`src/rtl/sisc_fetch.sv`:
```
// SISC instruction fetch stage: PC, IR and the instruction-memory handshake.
// Branch targets from execute redirect the PC directly or at the end of a fetch.
`timescale 1ns/1ps
module sisc_fetch #(
  parameter int ADDR_W = 16,
  parameter int DATA_W = 32,
  parameter logic [ADDR_W-1:0] RESET_PC = '0
) (
  input  logic              clk,
  input  logic              rst_f,
  input  logic              fetch_req,
  input  logic              br_taken,
  input  logic              br_rel,
  input  logic [ADDR_W-1:0] br_imm,
  output logic              imem_rd,
  output logic [ADDR_W-1:0] imem_addr,
  input  logic              imem_ack,
  input  logic [DATA_W-1:0] imem_data,
  output logic [DATA_W-1:0] instr,
  output logic [3:0]        opcode,
  output logic [3:0]        mm,
  output logic [ADDR_W-1:0] pc,
  output logic              ir_valid,
  output logic              busy,
  output logic              halted
);

  typedef enum logic [1:0] {
    S_IDLE,
    S_WAIT,
    S_HALT
  } state_t;

  localparam logic [3:0] OP_HLT = 4'hF;

  state_t            state_q, state_d;
  logic [ADDR_W-1:0] pc_q, pc_d;
  logic [DATA_W-1:0] ir_q, ir_d;
  logic              rd_q, rd_d;
  logic [ADDR_W-1:0] addr_q, addr_d;
  logic              valid_q, valid_d;
  logic              busy_q, busy_d;
  logic              halt_q, halt_d;
  logic              pend_q, pend_d;
  logic              bpend_q, bpend_d;
  logic [ADDR_W-1:0] btgt_q, btgt_d;

  logic [ADDR_W-1:0] pc_inc;
  logic [ADDR_W-1:0] tgt_idle;
  logic [ADDR_W-1:0] tgt_wait;
  logic              fetch_go;

  // In WAIT the PC still points at the word in flight, so relative
  // targets are taken from the next instruction's address.
  assign pc_inc   = pc_q + ADDR_W'(1);
  assign tgt_idle = br_rel ? pc_q + br_imm : br_imm;
  assign tgt_wait = br_rel ? pc_inc + br_imm : br_imm;
  assign fetch_go = fetch_req | pend_q;

  always_comb begin
    state_d = state_q;
    pc_d    = pc_q;
    ir_d    = ir_q;
    rd_d    = rd_q;
    addr_d  = addr_q;
    valid_d = valid_q;
    busy_d  = busy_q;
    halt_d  = halt_q;
    pend_d  = pend_q;
    bpend_d = bpend_q;
    btgt_d  = btgt_q;
    unique case (state_q)
      S_IDLE: begin
        if (br_taken) begin
          pc_d   = tgt_idle;
          pend_d = fetch_go;
        end else if (fetch_go) begin
          pend_d  = 1'b0;
          rd_d    = 1'b1;
          addr_d  = pc_q;
          busy_d  = 1'b1;
          valid_d = 1'b0;
          state_d = S_WAIT;
        end
      end
      S_WAIT: begin
        if (br_taken) begin
          bpend_d = 1'b1;
          btgt_d  = tgt_wait;
        end
        if (imem_ack) begin
          ir_d    = imem_data;
          valid_d = 1'b1;
          busy_d  = 1'b0;
          rd_d    = 1'b0;
          bpend_d = 1'b0;
          if (br_taken)
            pc_d = tgt_wait;
          else if (bpend_q)
            pc_d = btgt_q;
          else
            pc_d = pc_inc;
          if (imem_data[DATA_W-1 -: 4] == OP_HLT) begin
            halt_d  = 1'b1;
            state_d = S_HALT;
          end else begin
            state_d = S_IDLE;
          end
        end
      end
      S_HALT: begin
        state_d = S_HALT;
      end
      default: begin
        state_d = S_IDLE;
      end
    endcase
  end

  always_ff @(posedge clk or negedge rst_f) begin
    if (!rst_f) begin
      state_q <= S_IDLE;
      pc_q    <= RESET_PC;
      ir_q    <= '0;
      rd_q    <= 1'b0;
      addr_q  <= '0;
      valid_q <= 1'b0;
      busy_q  <= 1'b0;
      halt_q  <= 1'b0;
      pend_q  <= 1'b0;
      bpend_q <= 1'b0;
      btgt_q  <= '0;
    end else begin
      state_q <= state_d;
      pc_q    <= pc_d;
      ir_q    <= ir_d;
      rd_q    <= rd_d;
      addr_q  <= addr_d;
      valid_q <= valid_d;
      busy_q  <= busy_d;
      halt_q  <= halt_d;
      pend_q  <= pend_d;
      bpend_q <= bpend_d;
      btgt_q  <= btgt_d;
    end
  end

  assign imem_rd   = rd_q;
  assign imem_addr = addr_q;
  assign instr     = ir_q;
  assign opcode    = ir_q[DATA_W-1 -: 4];
  assign mm        = ir_q[DATA_W-5 -: 4];
  assign pc        = pc_q;
  assign ir_valid  = valid_q;
  assign busy      = busy_q;
  assign halted    = halt_q;

endmodule
```
`config.mk`:
```
export PLATFORM = sky130hd
export DESIGN_NAME = sisc_fetch
export DESIGN_NICKNAME = d
export VERILOG_FILES = /design/src/rtl/sisc_fetch.sv
export SDC_FILE = /design/constraint.sdc
export NUM_CORES = 1
export LEC_CHECK = 0
export ABC_AREA = 1
export CAP_MARGIN = 15
export CORE_ASPECT_RATIO = 1.25
export CORE_UTILIZATION = 28
export CTS_CLUSTER_DIAMETER = 120
export DETAILED_ROUTE_END_ITERATION = 7
export GPL_TIMING_DRIVEN = 1
export PLACE_DENSITY = 0.49
export RECOVER_POWER = 50
export SYNTH_ARGS = -nofsm -noshare
export SYNTH_HDL_FRONTEND = slang
export SYNTH_SLANG_ARGS = --single-unit
```
`constraint.sdc`:
```
create_clock -name clk -period 2.6 [get_ports clk]
set_input_delay 0.52 -clock clk [delete_from_list [all_inputs] [get_ports clk]]
set_output_delay 0.52 -clock clk [all_outputs]
set_load 0.1 [all_outputs]
```
==> flow_summary_export.csv, run 1 <==
group,metric,value,unit
outcome,status,"complete, but fails checks",
outcome,violations,"capacitance limit, slew limit",
sta,period_share,98.40,%
sta,worstMarginPinSlew,1931,ps
global_route,grt.overflow.total,0,
sta,finClkSkew,6.976,ps
worst_hold_path,hp-class,"flop to flop",
placement,place_congestion,0.8606,
floorplan,row_count,60,
final_layout,layout-drive-gt1-share,24.09,%
yosys,ys_types,34,
critical_path,slowest_stage,"dfrtp_4",
yosys,synth_edf_count,0,
sta,max_freq,390.9,MHz
yosys,synth_area,6206,µm²
final_layout,nNetsFinal,1245,
cts,cts_buffer_depth,2,
detailed_routing,routed_via_density,4.500,
yosys,ys_seq_area_share,35.08,%
yosys,synth_top_area_cell,"dfrtp_1",
yosys,synth_nets,1038,
cts,h-tree-depth,3,
yosys,yosys.area.top_type_share,35.08,%
global_route,grt_start_max_net_pins,42,
floorplan,core,21620,µm²
sta,drv_slew,33,
floorplan,num_io_pins,130,
detailed_routing,drt-initial-drc-count,348,
detailed_routing,wirelength,21030,µm
sta,setup_viol,0,
critical_path,crit_path_end_kind,"flop",
critical_path,path_buf_inv,5,
yosys,ys.flop_type,"dfrtp_1",
cts,cts_sinks,87,
cts,holdBufCountCts,0,
sta,min_period,2558,ps
sta,layout_setup_ws,41.72,ps
critical_path,crit_required,2840,ps
detailed_routing,first_pass_iters,5,
final_layout,syn_to_final_growth,44.60,%
global_route,grt_pass1_wl,33440,µm
cts,clock-root-buffer,"clkbuf_16",
sta,relSlewSlack,-28.73,%
global_route,antenna_found_initial,0,
detailed_routing,drc_errors,0,
yosys,synth_area_per_cell,6.553,µm²
cts,cts_buffers,9,
yosys,syn_inst,947,
detailed_routing,ant_nets,0,
floorplan,start_util,28.70,%
final_layout,n_antenna_cell,0,
cts,tritoncts,"done",
cts,clk_latency,340,ps
placement,numPortBuffers,129,
sta,hold_violations,0,
detailed_routing,vias,6466,
global_route,grtUsageTotal,19.10,%
sta,final.setup.tns,0,ps
final_layout,stdcell_count,1437,
detailed_routing,wl_per_cell,14.64,µm
yosys,ys_warn_count,0,
job,maxCapViolCount,1,
critical_path,crit_chain,"ha_4 > nand2_4 > inv_4 > nand3_4 > buf_4 > nor2_1 > nand2_1 > nand2_2 > inv_2 > ha_4 > nand2_2 > nor2_1 > inv_1 > nor2_2 > a21oi_4 > nand3_1 > nand3_1 > nand2_1 > nand3_1 > nand2_1 > inv_1",
floorplan,die_area,22770,µm²
placement,dp_hpwl,15960,µm
floorplan,die_w,135.2,µm
critical_path,path_delay_family,"simple AND/OR/NAND/NOR gates",
global_route,grt_pass1_vias,6309,
critical_path,cp.arrival,2800,ps
critical_path,cp-start-kind,"flop",
placement,pre_cts_slack,-181.1,ps
yosys,synthTopCellsByArea,"dfrtp_1 35%, nand2_1 23%, inv_1 8.2%",
critical_path,slowest_delay,450,ps
sta,grt_setup_unrepaired,"yes",
critical_path,crit_type,"flop to flop",
placement,dp.cells,1404,
critical_path,path_max_fanout,4,
floorplan,dieHeight,168.5,µm
yosys,ys_ff_latch,87,
yosys,postSynth.asyncResetShare,100.0,%
cts,path_clk_slew,70,ps
-- stage by stage --
stage / util, % / hold slack, ps / cell area [µm²]
floorplan: - / 224.4 / 6292
global placement: 37.99 / 454.0 / 8214
detailed placement: 37.99 / 452.1 / 8214
CTS: 40.93 / 141.9 / 8850
global route: 41.50 / 493.8 / 8974
finish: 41.50 / 472.7 / 8974
-- cell usage after synthesis, types with 2 or more instances --
library cell / count
xor2_1: 8
buf_2: 2
a41oi_1: 2
ha_1: 35
and2_1: 2
o21ai_0: 68
buf_1: 2
nor2_4: 2
buf_4: 15
nand4_1: 7
fa_1: 2
or2_1: 2
xnor2_1: 3
dfrtp_1: 87
nand3_1: 52
o21ai_1: 2
nor3_1: 5
inv_2: 4
nand3b_1: 8
nor2_1: 43
nand2_1: 382
inv_1: 135
a21oi_1: 49
nand2_2: 4
clkbuf_1: 15
nor2_2: 3
-- layout by cell type, fill, tap and decap left out, types with 2 or more instances in the layout --
cell type        count
nand3_2              4
fa_1                 2
buf_12               3
a21oi_4              2
nand4_1              7
inv_1              123
dfrtp_2              8
and2_1               2
clkdlybuf4s50_1     51
nor3_2               2
buf_4              142
inv_4                2
nand2_4              3
nor2_4               5
xor2_1               3
xnor2_1              3
clkbuf_16            9
o21ai_0             64
a21oi_2              7
nand2_1            345
o21ai_1              5
a21oi_1             40
nor2_2               4
nand3_1             47
a41oi_1              2
nand2_2             38
nand3b_1             8
clkbuf_1            31
ha_1                22
dfrtp_1             73
ha_4                13
nor2_1              39
xor2_2               4
inv_2               14
bufinv_16            3
nor3_1               3
or2_1                2
dfrtp_4              6
-- path summary, 6_finish.rpt --
| path | from | end | slack, ps | cells after the start |
|---|---|---|---|---|
| max | pc[0] | pc[15] | 40 | 21 |
| min | instr[13] | instr[13] | 470 | 2 |
| max reg2reg | pc[0] | pc[15] | 40 | 21 |
| min reg2reg | instr[13] | instr[13] | 470 | 2 |
| max in group asynchronous | rst_f | instr[14] | 620 | 2 |
| min in group asynchronous | rst_f | instr[20] | 710 | 1 |
-- state kept, by name, summed over array words and instances (netlist names) --
register	flops
bpend_q	1
btgt_q	16
busy	1
halted	1
imem_addr	16
instr	32
ir_valid	1
pc	16
pend_q	1
state_q	2
-- per-layer routing --
metal	track usage, %	up-vias	wire length (µm)
met3	2.486	23	1016
met4	6.009	0	424
met1	24.51	2939	9296
li1	-	3359	-
met5	0	-	0
met2	32.93	145	10290
-- logic make-up (layout without fill, tap and decap cells) --
group / Yosys count / in the layout / share of synthesized area, %
XOR/XNOR: 11 / 11 / 1.553
AO/OA/AOI/OAI: 126 / 126 / 10.48
AND/OR/NAND/NOR: 513 / 513 / 33.77
flip-flops: 87 / 87 / 35.08
buffers and inverters: 173 / 384 / 11.41
adder cells (fa/ha/maj): 37 / 37 / 7.702
-- what timing repair did --
| item | in CTS | in global routing |
|---|---|---|
| resized for setup | 34 | 64 |
| setup endpoints to repair | 17 | 21 |
| pin swaps | 17 | 26 |
| buffers inserted | 17 | 1 |
-- worst reg2reg max path: cells and delay by family (launching register included) --
| family | cells | cell delay (ps) |
|---|---|---|
| AOI/OAI and AO/OA | 1 | 80 |
| DFF | 1 | 450 |
| adders and majority gates | 2 | 440 |
| buffers and inverters | 5 | 370 |
| and+or+nand+nor | 13 | 1110 |
-- cell type report --
type / count / area, µm²
clock buffers: 9 / 225.2
clock inverters: 6 / 117.6
fillers: 2316 / 12650
inverters: 139 / 526.8
multi-input cells: 687 / 3766
flip-flops and latches: 87 / 2210
well taps: 279 / 349.1
repair buffers: 230 / 1779
Power of run 1 is not shown: default switching activity piles up to over one toggle a cycle in this logic, so the estimate is an artifact.
==> run 2, diff against run 1 <==
--- a/config.mk
+++ b/config.mk
@@ -8,12 +8,14 @@
 export ABC_AREA = 1
 export CAP_MARGIN = 15
 export CORE_ASPECT_RATIO = 1.25
+export CORE_MARGIN = 2
 export CORE_UTILIZATION = 28
 export CTS_CLUSTER_DIAMETER = 120
 export DETAILED_ROUTE_END_ITERATION = 7
 export GPL_TIMING_DRIVEN = 1
 export PLACE_DENSITY = 0.49
 export RECOVER_POWER = 50
+export SETUP_SLACK_MARGIN = 0.1
 export SYNTH_ARGS = -nofsm -noshare
 export SYNTH_HDL_FRONTEND = slang
 export SYNTH_SLANG_ARGS = --single-unit
==> flow_summary_export.csv, run 2 (synthesis results as in run 1) <==
group,metric,value,unit
outcome,status,"complete, but fails checks",
outcome,violations,"setup timing",
critical_path,slowest_delay,450,ps
global_route,grt_pass1_vias,6409,
floorplan,num_io_pins,130,
cts,cts_sinks,87,
detailed_routing,highest_layer,"met4",
global_route,grt_start_max_net_pins,39,
sta,layout_setup_ws,-10.63,ps
sta,period_share,100.4,%
final_layout,n_antenna_cell,0,
critical_path,cpMostUsedCell,"nand3_1",
critical_path,crit_type,"flop to flop",
sta,drv_slew,0,
floorplan,die_w,137.2,µm
detailed_routing,drt-initial-drc-count,258,
cts,holdBufCountCts,0,
placement,dp_hpwl,16270,µm
final_layout,layout-drive-gt1-share,27.02,%
placement,place_congestion,0.8858,
sta,min_period,2611,ps
final_layout,final_common_cell,"nand2_1",
cts,clock-root-buffer,"clkbuf_16",
global_route,grtUsageTotal,18.49,%
detailed_routing,routed_via_density,4.526,
critical_path,cp.arrival,2850,ps
final_layout,stdcell_count,1441,
final_layout,fill_cells,2302,
final_layout,nNetsFinal,1248,
critical_path,slowest_stage,"dfrtp_4",
critical_path,worst-r2r-setup-slack,-10,ps
sta,hold_violations,0,
detailed_routing,wl_met3,1003,µm
worst_hold_path,hp-class,"flop to flop",
final_layout,mostFrequentLayoutCells,"341 x nand2_1, 159 x buf_4, 114 x inv_1",
floorplan,core,21620,µm²
cts,clk_latency,340,ps
detailed_routing,drc_errors,0,
detailed_routing,wirelength,21220,µm
detailed_routing,vias,6522,
floorplan,dieHeight,170.5,µm
critical_path,crit_required,2840,ps
global_route,grt_pass1_wl,33260,µm
worst_hold_path,worstHoldEndpoint,"instr[21]",
sta,worstMarginPinSlew,1448,ps
cts,path_clk_slew,70,ps
global_route,grt.overflow.total,0,
global_route,antenna_found_initial,0,
critical_path,timing.rr.end,"pc[15]",
detailed_routing,ant_nets,0,
critical_path,crit-reg2reg-launch,"pc[2]",
floorplan,die_area,23380,µm²
cts,tritoncts,"done",
detailed_routing,wl_met1,9543,µm
cts,cts_buffers,9,
job,maxCapViolCount,0,
sta,relSlewSlack,3.462,%
cts,cts_buffer_depth,2,
placement,dp.cells,1399,
detailed_routing,wl_met2,10300,µm
placement,numPortBuffers,129,
cts,h-tree-depth,3,
worst_hold_path,holdPathStages,2,
critical_path,path_max_fanout,5,
floorplan,row_count,60,
detailed_routing,wl_per_cell,14.72,µm
final_layout,syn_to_final_growth,46.09,%
critical_path,cp-start-kind,"flop",
final_layout,largest_reg_flops,32,
critical_path,reg2reg_depth,18,
sta,max_freq,383.1,MHz
detailed_routing,first_pass_iters,5,
sta,setup_viol,1,
sta,finClkSkew,9.753,ps
critical_path,crit_path_end_kind,"flop",
worst_hold_path,min-delay-start,"instr[21]",
sta,grt_setup_unrepaired,"yes",
floorplan,start_util,28.70,%
critical_path,crit_chain,"nand3_2 > nor2_4 > nand2_2 > nor2_2 > xor2_1 > inv_2 > ha_4 > nand2_4 > nor2_1 > inv_1 > nor2_1 > a21oi_2 > nand3_1 > nand3_1 > nand2_1 > nand3_1 > nand2_1 > inv_1",
## run 2: cell count changes in the layout (fill, tap and decap cells not counted), sizes merged, moves of 2 or more
cell / previous run / this run
clkbuf: 41 / 27
clkinv: 0 / 2
bufinv: 3 / 1
buf: 146 / 163
## run 2: metal layers
layer / GRT usage [%] / up-vias
met5: 0 / -
met4: 5.379 / 0
met3: 3.098 / 25
met2: 31.28 / 161
met1: 24.08 / 2962
li1: - / 3374
## run 2: critical path: cells and delay by family, from the launching register on
kind | cells | cell delay [ps]
AND/OR/NAND/NOR | 12 | 1200
flip-flops | 1 | 450
adder cells (fa/ha/maj) | 1 | 300
XOR/XNOR | 1 | 230
buffers and inverters | 3 | 210
AO/OA/AOI/OAI | 1 | 100
## run 2: worst max-delay path by stage
| stage | startpoint | end | slack, ps | cells past startpoint |
|---|---|---|---|---|
| 2_1_floorplan | pc[1] | pc[15] | 8 | 24 |
| 3_3_place_gp | br_imm[0] | pc[10] | -180 | 16 |
| 3_5_place_dp | br_imm[0] | pc[10] | -200 | 16 |
| 4_1_cts | pc[4] | pc[13] | -10 | 22 |
| 5_1_grt | pc[1] | pc[15] | -170 | 24 |
| 6_report | pc[2] | pc[15] | -10 | 18 |
## run 2: metrics by stage
stage | hold WS [ps] | worst slack (ps) | utilization [%] | instance area (µm²) | TNS [ps]
after floorplan | 224.4 | 8.399 | - | 6302 | 0
after global placement | 453.4 | -180.8 | 37.82 | 8177 | -1487
after detailed placement | 457.3 | -202.7 | 37.82 | 8177 | -1783
after CTS | 100.2 | -10.28 | 40.95 | 8855 | -10.28
after global routing | 490.2 | -174.5 | 41.93 | 9066 | -2662
final | 469.5 | -10.63 | 41.93 | 9066 | -10.63
## run 2: what timing repair did
action,CTS,global route
resized for setup,64,64
endpoints found under the setup margin,20,22
gates cloned,0,0
pin swaps,32,34
buffers inserted,16,10
## run 2: final cells by class
class	instances	area, µm²	area share (%)
multi-input combinational	687	3840	42.35
sequential	87	2212	24.40
timing repair buffer	233	1832	20.20
inverter	139	529.3	5.838
tap	279	349.1	3.850
clock buffer	9	225.2	2.484
clock inverter	7	78.83	0.8694
Power of run 2 is left out for the same reason.
